### src/rtl/draw_sprite_anim_if.sv
// rtl/draw_sprite_anim_if.sv - VGA timing plus pixel colour bundle passed between drawing stages
`timescale 1ns/1ps
interface vga_if;
    logic [10:0] hcount;
    logic [10:0] vcount;
    logic        hsync;
    logic        hblnk;
    logic        vsync;
    logic        vblnk;
    logic [11:0] rgb;

    modport in  (input  hcount, vcount, hsync, hblnk, vsync, vblnk, rgb);
    modport out (output hcount, vcount, hsync, hblnk, vsync, vblnk, rgb);
endinterface

### src/rtl/draw_sprite_anim.sv
// rtl/draw_sprite_anim.sv - animated sprite-sheet overlay with frame-latched position and colour key
`timescale 1ns/1ps
module draw_sprite_anim #(
    parameter int          SPRITE_W        = 32,
    parameter int          SPRITE_H        = 32,
    parameter int          FRAME_COUNT     = 3,
    parameter int          FRAME_TICKS     = 15,
    parameter int          ROM_LATENCY     = 1,
    parameter bit          TRANSPARENT_EN  = 1'b1,
    parameter logic [11:0] TRANSPARENT_RGB = 12'hF0F,
    parameter int          ADDR_W          = $clog2(SPRITE_W*FRAME_COUNT*SPRITE_H),
    parameter int          FRAME_W         = (FRAME_COUNT > 1) ? $clog2(FRAME_COUNT) : 1
) (
    input  logic               clk,
    input  logic               rst,
    input  logic [11:0]        xpos,
    input  logic [11:0]        ypos,
    input  logic               visible,
    input  logic               anim_en,
    input  logic [FRAME_W-1:0] frame_sel,
    input  logic [11:0]        rgb_pixel,
    output logic [ADDR_W-1:0]  pixel_addr,
    output logic [FRAME_W-1:0] frame_idx,
    vga_if.in                  draw_in,
    vga_if.out                 draw_out
);

    localparam int          TICK_W   = (FRAME_TICKS > 1) ? $clog2(FRAME_TICKS) : 1;
    localparam int          FRAME_W1 = FRAME_W + 1;
    localparam logic [31:0] SHEET_W  = 32'(SPRITE_W * FRAME_COUNT);
    localparam logic [31:0] SPR_W32  = 32'(SPRITE_W);

    typedef struct packed {
        logic [10:0] hcount;
        logic [10:0] vcount;
        logic        hsync;
        logic        hblnk;
        logic        vsync;
        logic        vblnk;
        logic [11:0] rgb;
    } vga_t;

    typedef struct packed {
        vga_t px;
        logic in_rect;
    } stage_t;

    logic               vsync_q, vsync_d;
    logic [11:0]        xpos_l_q, xpos_l_d;
    logic [11:0]        ypos_l_q, ypos_l_d;
    logic               vis_l_q, vis_l_d;
    logic [TICK_W-1:0]  tick_q, tick_d;
    logic [FRAME_W-1:0] frame_q, frame_d;
    stage_t             dly_q [ROM_LATENCY];
    stage_t             dly_d [ROM_LATENCY];
    vga_t               out_q, out_d;

    logic               frame_evt;
    logic               in_rect;
    logic [12:0]        hc13, vc13, xl13, yl13, col, row;
    logic [ADDR_W-1:0]  addr_calc;
    stage_t             tail;
    logic               show;

    // Position, visibility and animation only move on a vsync rising edge so a frame never tears.
    always_comb begin
        frame_evt = draw_in.vsync && !vsync_q;
        vsync_d   = draw_in.vsync;
        xpos_l_d  = xpos_l_q;
        ypos_l_d  = ypos_l_q;
        vis_l_d   = vis_l_q;
        tick_d    = tick_q;
        frame_d   = frame_q;
        if (frame_evt) begin
            xpos_l_d = xpos;
            ypos_l_d = ypos;
            vis_l_d  = visible;
            if (anim_en) begin
                if (tick_q == TICK_W'(FRAME_TICKS - 1)) begin
                    tick_d  = '0;
                    frame_d = (frame_q == FRAME_W'(FRAME_COUNT - 1)) ? '0 : frame_q + FRAME_W'(1);
                end else begin
                    tick_d = tick_q + TICK_W'(1);
                end
            end else begin
                tick_d  = '0;
                frame_d = ({1'b0, frame_sel} >= FRAME_W1'(FRAME_COUNT)) ? '0 : frame_sel;
            end
        end
    end

    // 13-bit compare keeps xpos_l + SPRITE_W from wrapping back to column 0.
    always_comb begin
        hc13      = {2'b00, draw_in.hcount};
        vc13      = {2'b00, draw_in.vcount};
        xl13      = {1'b0, xpos_l_q};
        yl13      = {1'b0, ypos_l_q};
        col       = hc13 - xl13;
        row       = vc13 - yl13;
        in_rect   = (hc13 >= xl13) && (hc13 < xl13 + 13'(SPRITE_W)) &&
                    (vc13 >= yl13) && (vc13 < yl13 + 13'(SPRITE_H));
        addr_calc = ADDR_W'(32'(row) * SHEET_W + 32'(col) + 32'(frame_q) * SPR_W32);
        pixel_addr = (rst && in_rect) ? addr_calc : '0;
    end

    always_comb begin
        dly_d[0].px.hcount = draw_in.hcount;
        dly_d[0].px.vcount = draw_in.vcount;
        dly_d[0].px.hsync  = draw_in.hsync;
        dly_d[0].px.hblnk  = draw_in.hblnk;
        dly_d[0].px.vsync  = draw_in.vsync;
        dly_d[0].px.vblnk  = draw_in.vblnk;
        dly_d[0].px.rgb    = draw_in.rgb;
        dly_d[0].in_rect   = in_rect;
        for (int i = 1; i < ROM_LATENCY; i++) begin
            dly_d[i] = dly_q[i-1];
        end
    end

    always_comb begin
        tail  = dly_q[ROM_LATENCY-1];
        show  = tail.in_rect && vis_l_q && !tail.px.hblnk && !tail.px.vblnk &&
                !(TRANSPARENT_EN && (rgb_pixel == TRANSPARENT_RGB));
        out_d     = tail.px;
        out_d.rgb = show ? rgb_pixel : tail.px.rgb;
    end

    always_ff @(posedge clk or negedge rst) begin
        if (!rst) begin
            vsync_q  <= 1'b0;
            xpos_l_q <= '0;
            ypos_l_q <= '0;
            vis_l_q  <= 1'b0;
            tick_q   <= '0;
            frame_q  <= '0;
            out_q    <= '0;
            for (int i = 0; i < ROM_LATENCY; i++) begin
                dly_q[i] <= '0;
            end
        end else begin
            vsync_q  <= vsync_d;
            xpos_l_q <= xpos_l_d;
            ypos_l_q <= ypos_l_d;
            vis_l_q  <= vis_l_d;
            tick_q   <= tick_d;
            frame_q  <= frame_d;
            out_q    <= out_d;
            for (int i = 0; i < ROM_LATENCY; i++) begin
                dly_q[i] <= dly_d[i];
            end
        end
    end

    assign frame_idx       = frame_q;
    assign draw_out.hcount = out_q.hcount;
    assign draw_out.vcount = out_q.vcount;
    assign draw_out.hsync  = out_q.hsync;
    assign draw_out.hblnk  = out_q.hblnk;
    assign draw_out.vsync  = out_q.vsync;
    assign draw_out.vblnk  = out_q.vblnk;
    assign draw_out.rgb    = out_q.rgb;

endmodule

### src/flat_wrapper.sv
// flat-port wrapper written by rule: the top's interface ports become plain ports
module draw_sprite_anim_flat 
#(
    parameter int          SPRITE_W        = 32,
    parameter int          SPRITE_H        = 32,
    parameter int          FRAME_COUNT     = 3,
    parameter int          FRAME_TICKS     = 15,
    parameter int          ROM_LATENCY     = 1,
    parameter bit          TRANSPARENT_EN  = 1'b1,
    parameter logic [11:0] TRANSPARENT_RGB = 12'hF0F,
    parameter int          ADDR_W          = $clog2(SPRITE_W*FRAME_COUNT*SPRITE_H),
    parameter int          FRAME_W         = (FRAME_COUNT > 1) ? $clog2(FRAME_COUNT) : 1
)
  (clk, rst, xpos, ypos, visible, anim_en, frame_sel, rgb_pixel, pixel_addr, frame_idx, draw_in_hcount, draw_in_vcount, draw_in_hsync, draw_in_hblnk, draw_in_vsync, draw_in_vblnk, draw_in_rgb, draw_out_hcount, draw_out_vcount, draw_out_hsync, draw_out_hblnk, draw_out_vsync, draw_out_vblnk, draw_out_rgb);
  vga_if draw_in_i ();
  vga_if draw_out_i ();
  input  logic clk;
  input  logic rst;
  input  logic [11:0] xpos;
  input  logic [11:0] ypos;
  input  logic visible;
  input  logic anim_en;
  input  logic [FRAME_W-1:0] frame_sel;
  input  logic [11:0] rgb_pixel;
  output logic [ADDR_W-1:0] pixel_addr;
  output logic [FRAME_W-1:0] frame_idx;
  input wire logic [$bits(draw_in_i.hcount)-1:0] draw_in_hcount;
  input wire logic [$bits(draw_in_i.vcount)-1:0] draw_in_vcount;
  input wire logic [$bits(draw_in_i.hsync)-1:0] draw_in_hsync;
  input wire logic [$bits(draw_in_i.hblnk)-1:0] draw_in_hblnk;
  input wire logic [$bits(draw_in_i.vsync)-1:0] draw_in_vsync;
  input wire logic [$bits(draw_in_i.vblnk)-1:0] draw_in_vblnk;
  input wire logic [$bits(draw_in_i.rgb)-1:0] draw_in_rgb;
  output wire logic [$bits(draw_out_i.hcount)-1:0] draw_out_hcount;
  output wire logic [$bits(draw_out_i.vcount)-1:0] draw_out_vcount;
  output wire logic [$bits(draw_out_i.hsync)-1:0] draw_out_hsync;
  output wire logic [$bits(draw_out_i.hblnk)-1:0] draw_out_hblnk;
  output wire logic [$bits(draw_out_i.vsync)-1:0] draw_out_vsync;
  output wire logic [$bits(draw_out_i.vblnk)-1:0] draw_out_vblnk;
  output wire logic [$bits(draw_out_i.rgb)-1:0] draw_out_rgb;
  assign draw_in_i.hcount = draw_in_hcount;
  assign draw_in_i.vcount = draw_in_vcount;
  assign draw_in_i.hsync = draw_in_hsync;
  assign draw_in_i.hblnk = draw_in_hblnk;
  assign draw_in_i.vsync = draw_in_vsync;
  assign draw_in_i.vblnk = draw_in_vblnk;
  assign draw_in_i.rgb = draw_in_rgb;
  assign draw_out_hcount = draw_out_i.hcount;
  assign draw_out_vcount = draw_out_i.vcount;
  assign draw_out_hsync = draw_out_i.hsync;
  assign draw_out_hblnk = draw_out_i.hblnk;
  assign draw_out_vsync = draw_out_i.vsync;
  assign draw_out_vblnk = draw_out_i.vblnk;
  assign draw_out_rgb = draw_out_i.rgb;
  draw_sprite_anim #(.SPRITE_W(SPRITE_W), .SPRITE_H(SPRITE_H), .FRAME_COUNT(FRAME_COUNT), .FRAME_TICKS(FRAME_TICKS), .ROM_LATENCY(ROM_LATENCY), .TRANSPARENT_EN(TRANSPARENT_EN), .TRANSPARENT_RGB(TRANSPARENT_RGB), .ADDR_W(ADDR_W), .FRAME_W(FRAME_W)) u_core (.clk(clk), .rst(rst), .xpos(xpos), .ypos(ypos), .visible(visible), .anim_en(anim_en), .frame_sel(frame_sel), .rgb_pixel(rgb_pixel), .pixel_addr(pixel_addr), .frame_idx(frame_idx), .draw_in(draw_in_i), .draw_out(draw_out_i));
endmodule
### config.mk
export PLATFORM = sky130hd
export DESIGN_NAME = draw_sprite_anim_flat
export DESIGN_NICKNAME = d
export VERILOG_FILES = /design/src/rtl/draw_sprite_anim_if.sv /design/src/rtl/draw_sprite_anim.sv /design/src/flat_wrapper.sv
export SDC_FILE = /design/constraint.sdc
export NUM_CORES = 1
export LEC_CHECK = 0
export BUFFER_PORTS_ARGS = -buffer_cell sky130_fd_sc_hd__buf_2
export CAP_MARGIN = 0
export CORE_MARGIN = 1
export CORE_UTILIZATION = 37
export DETAILED_ROUTE_END_ITERATION = 10
export PLACE_DENSITY = 0.59
export SLEW_MARGIN = 25
export SYNTH_ARGS = -nofsm -noshare
export SYNTH_HDL_FRONTEND = slang
export SYNTH_SLANG_ARGS = --single-unit
export TNS_END_PERCENT = 5
### constraint.sdc
create_clock -name clk -period 5.25 [get_ports clk]
set_clock_uncertainty 0.1 [all_clocks]
set_input_delay 0 -clock clk [delete_from_list [all_inputs] [get_ports clk]]
set_output_delay 0 -clock clk [all_outputs]
set_load 0.05 [all_outputs]
After elaboration in Yosys (flattened, before gate mapping)
Cells that the tools add are included.
{ "classes": {"eq_ne": 4, "multipliers": 1, "reduce_logical": 14, "n_mux": 8, "addsub": 8, "magnitude_cmp": 5} }
{ "ops": {"columns": ["cell", "n"], "rows": [
  ["adder 12 x 6 -> 13 bit (second input constant)", 2],
  ["less-than comparator 11 x 13 -> 1 bit", 2],
  [">= comparator 11 x 12 -> 1 bit", 2],
  ["2-to-1 mux 12 bit", 2],
  ["multiplier 13 x 2 -> 7 bit (second input constant)", 1],
  ["subtractor 11 x 12 -> 13 bit", 1],
  ["adder 12 bit", 1],
  ["adder 12 x 7 -> 12 bit", 1],
  ["equality test 12 bit (second input constant)", 1],
  ["subtractor 11 x 12 -> 12 bit", 1],
  ["logical AND 1 bit", 9],
  ["2-to-1 mux 2 bit", 4],
  ["2-to-1 mux 4 bit", 2],
  ["adder 4 x 1 -> 4 bit (second input constant)", 1],
  ["equality test 4 bit (second input constant)", 1],
  ["logical NOT 1 bit", 4],
  ["adder 2 x 1 -> 2 bit (second input constant)", 1],
  ["equality test 2 bit (second input constant)", 1],
  [">= comparator 2 bit (second input constant)", 1],
  ["inequality test 2 x 1 -> 1 bit (second input constant)", 1],
  ["AND reduction 2 bit", 1]
]} }
{ "totals": {"output_inout_bits": 52, "wordCells": 60, "reg_bits": 108, "inputBits": 80} }

Longest topological paths before layout
{ "logic_depth": {"word_depth": 7, "ltp_mapped": 19} }

Worst setup path before layout
Ideal clock, no wire load.
{ "synth_path": {"kind": "flip-flop to output port", "from": "register u_core.ypos_l_q[0]", "to": "output pixel_addr[11]", "n_path_buf": 0, "path_stages_with_launch": 18, "arrival_time_ns": 4.305, "setup_slack_ns": 0.845, "required_time_ns": 5.150, "path_cell_list": "dfrtp_1 -> ha_1 -> inv_1 -> fa_1 -> ha_1 -> fa_1 -> a21o_1 -> a21oi_1 -> xor2_1 -> fa_1 -> inv_1 -> ha_1 -> xnor2_1 -> xnor2_1 -> xnor3_1 -> xnor2_1 -> xnor2_1 -> nor2_1"} }
{ "synth_between": {"elab_chain_cells": 5, "word_cells_on_any_way": 11} }
{ "synth_rtl": {"columns": ["item", "line_no", "text"], "rows": [
  ["from (decl)", "draw_sprite_anim.sv:50", "logic [11:0] ypos_l_q, ypos_l_d;"],
  ["from (signal assigned)", "draw_sprite_anim.sv:143", "ypos_l_q <= ypos_l_d;"],
  ["subtractor 11 x 12 -> 13 bit, or another cell as far along", "draw_sprite_anim.sv:99", "row = vc13 - yl13;"],
  ["multiplier 13 x 2 -> 7 bit, or another cell as far along", "draw_sprite_anim.sv:102", "addr_calc = ADDR_W'(32'(row) * SHEET_W + 32'(col) + 32'(frame_q) * SPR_W32);"],
  ["adder 12 bit / logical AND 1 bit (equally long branches)", "draw_sprite_anim.sv:102, draw_sprite_anim.sv:101", null],
  ["adder 12 x 7 -> 12 bit / logical AND 1 bit (equally long branches)", "draw_sprite_anim.sv:102, draw_sprite_anim.sv:103", null],
  ["2-to-1 mux 12 bit *", "draw_sprite_anim.sv:103", "pixel_addr = (rst && in_rect) ? addr_calc : '0;"],
  ["to (decl)", "flat_wrapper.sv:25", "output logic [ADDR_W-1:0] pixel_addr;"]
]} }
Mark *: on every way between the ends. The rest lies on a longest branch, timed or not.

Final worst setup path
Same ends and word-level chain as after synthesis.

==> flow_summary.json <==
{
  "setup_tns_ns": 0,
  "maxCapViolations": 0,
  "synth-async-reset-ratio_pct": 100,
  "synth_top_area_share_pct": 49.0,
  "gp_congestion": 0.877,
  "grt_pass1_vias": 4385,
  "cp-start-kind": "register",
  "synthTopCellsByArea": "dfrtp_1, ha_1, fa_1, inv_1, nand2_1",
  "grt_overflow": 0,
  "fin_area_um2": 7520,
  "synth.distinct_cells": 44,
  "cp_data_arrival_time_ns": 4.64,
  "wl_per_cell_um": 14.5,
  "area_delta_synth_final_pct": 36.2,
  "worstHoldPathType": "primary input to async pin",
  "coreArea_um2": 14500,
  "clock_path_buffers": 2,
  "dp_hpwl_um": 9780,
  "fill_cells": 1321,
  "placed_area_um2": 6410,
  "syn-cell-area_um2": 5520,
  "maxSlewViolCount": 0,
  "ys_warn_count": 0,
  "r2r_cells": 9,
  "place_ws_ns": 0.915,
  "cts_max_level": 3,
  "rows": 44,
  "swShare_pct": 36.9,
  "tritoncts": "yes",
  "nNetsFinal": 869,
  "r2r-start": "u_core.ypos_l_q[5]$_DFFE_PN0P_",
  "hold_violations": 0,
  "via_count": 4226,
  "p_switching_w": 0.00112,
  "fin_crit_ns": 4.74,
  "cp.required_ns": 5.15,
  "antenna_cells": 0,
  "syn_avg_cell_area_um2": 11.1,
  "fin_crit_sh_pct": 90.2,
  "seq_area_frac_synth_pct": 49.0,
  "p_leak_nw": 3.66,
  "status": "finished, final reports clean",
  "yosysMostFrequentCell": "dfrtp_1",
  "intPower_w": 0.00192,
  "pwr-share-clk_pct": 23.2,
  "port_buffers": 131,
  "ys.flop_type": "dfrtp_1",
  "power_density_nw_per_um2": 405,
  "pwr-share-comb_pct": 46.3,
  "rsz0062_at_grt": "false",
  "path_class": "register to output pin",
  "peakVddDrop_v": 0.000210,
  "cts_root_buffer": "clkbuf_16",
  "die_width_um": 124,
  "r2r_slack_ns": 2.78,
  "vias_per_cell": 4.69,
  "wl_um": 13100,
  "synth_fp_nets": 651,
  "fin_ws_ns": 0.513,
  "firstDrtPassIters": 4,
  "synth_seq_cells": 108,
  "setup_viol": 0,
  "antenna_found_initial": 0,
  "fmax_mhz": 211,
  "clk_pin_slew_worst_paths_ns": 0.08,
  "synth_top_area_cell": "dfrtp_1",
  "worst_pin_slew_ns": 0.595,
  "cp-end-kind": "output pin",
  "reg2reg_to": "u_core.dly_q[0]$_DFF_PN0_",
  "grt_start_max_net_pins": 49,
  "dr.first_iter.drc_count": 209,
  "synth_edf_count": 0,
  "drcViolationCount": 0,
  "io_pins": 132,
  "synthCells": 495,
  "critPathMaxFanout": 3,
  "grt_pass1_wl_um": 21000,
  "die_area_um2": 15400,
  "relSlewSlack_pct": 60.4,
  "initial_core_util_pct": 38.0,
  "grt_usage_pct": 18.0,
  "utilization_pct": 51.7,
  "p_seq_share_pct": 30.6,
  "synth_common_cells": "dfrtp_1, ha_1, inv_1",
  "drive_gt1_share_pct": 23.4,
  "cts_sinks": 108,
  "clk_latency_ns": 0.35,
  "ant_nets": 0,
  "numCtsBuffers": 9,
  "die_y_um": 124
}
==> critical path, cell delays in order, from the launching register on <==
cell and delay (ns):
dfrtp_1 0.41, ha_1 0.19, inv_1 0.06, fa_1 0.48, ha_1 0.28, fa_1 0.41, a21o_1 0.19, a21oi_1 0.16
xor2_1 0.10, fa_1 0.49, inv_1 0.04, ha_1 0.20, xnor2_1 0.17, xnor2_1 0.14, xnor3_1 0.24, xnor2_1 0.21
xnor2_1 0.09, nor2_1 0.13, buf_2 0.29
==> state kept, by name, summed over array words and instances, names as in the netlist, 2 cells and up <==
signal	flops
u_core.xpos_l_q	12
u_core.draw_out.rgb	12
u_core.draw_out.hcount	11
u_core.tick_q	4
u_core.ypos_l_q	12
u_core.dly_q	38
u_core.frame_idx	2
u_core.draw_out.vcount	11
==> area by class of cell <==
class	count	area, um2	share of cell area, %
clock buffer	10	229	3.05
clock inverter	6	80.1	1.07
inverter	57	214	2.85
multi-input combinational	323	2580	34.3
sequential	108	2700	36.0
tap	184	230	3.06
timing repair buffer	214	1480	19.7
==> routing by layer <==
metal  global-route usage (%)  share of wire (%)  up-vias
li1                         -                  -     2105
met1                     22.8                 46     2021
met2                     30.3                 49       83
met3                     3.89                3.5       17
met4                     6.32                1.7        0
met5                        0                  0        -
==> kinds of logic (layout without fill, tap and decap cells) <==
group	after synthesis	after routing	synth area share, %
flops	108	108	49.0
simple gates	113	113	9.82
mux	13	13	2.63
buf+inv	64	287	4.35
xor+xnor	27	27	4.53
compound gates	94	94	10.4
fa+ha+maj	76	76	19.3
==> per-stage QoR <==
| stage | hold WS [ns] | total power, W | cells |
|---|---|---|---|
| after floorplan | -0.396 | 0.00201 | 495 |
| after global placement | -0.138 | 0.00226 | 806 |
| after detailed placement | -0.128 | 0.00230 | 806 |
| after CTS | 0.0293 | 0.00308 | 902 |
| after global routing | 0.0614 | 0.00331 | 902 |
| final | 0.0135 | 0.00305 | 902 |
==> power groups by stage <==
stage               clock (W)  combinational [W]  sequential (W)
detailed placement          0            0.00135        0.000947
global route         0.000756            0.00161        0.000939
floorplan                   0            0.00100         0.00100
global placement            0            0.00132        0.000945
finish               0.000706            0.00141        0.000931
CTS                  0.000729            0.00142        0.000931
==> worst max path at each step <==
stage / startpoint / end / slack [ns] / cells after the start
6_report: u_core.ypos_l_q[0]$_DFFE_PN0P_ / pixel_addr[11] / 0.51 / 18
2_1_floorplan: u_core.ypos_l_q[0]$_DFFE_PN0P_ / pixel_addr[11] / 0.85 / 17
3_5_place_dp: u_core.ypos_l_q[0]$_DFFE_PN0P_ / pixel_addr[11] / 0.91 / 18
4_1_cts: u_core.ypos_l_q[0]$_DFFE_PN0P_ / pixel_addr[11] / 0.49 / 18
3_3_place_gp: u_core.ypos_l_q[0]$_DFFE_PN0P_ / pixel_addr[11] / 0.98 / 18
5_1_grt: u_core.ypos_l_q[0]$_DFFE_PN0P_ / pixel_addr[11] / 0.30 / 18
==> layout by cell type, fill, tap and decap left out, types with 12 or more instances in the layout <==
cell type,netlist,final
a21oi_1,21,21
buf_2,0,130
dfrtp_1,108,108
dlygate4sd3_1,0,80
fa_1,15,15
ha_1,61,61
inv_1,57,57
mux2_2,12,12
nand2_1,51,51
nor2_1,18,18
o21ai_0,38,38
xnor2_1,21,21
==> repair_timing <==
action / 4_1_cts / 5_1_grt
hold endpoints to repair: 111 / 0
buffers inserted: 0 / 0
gates resized for setup: 0 / 0
hold buffers: 80 / 0
Note: power is estimated with default switching activity, not from simulation.
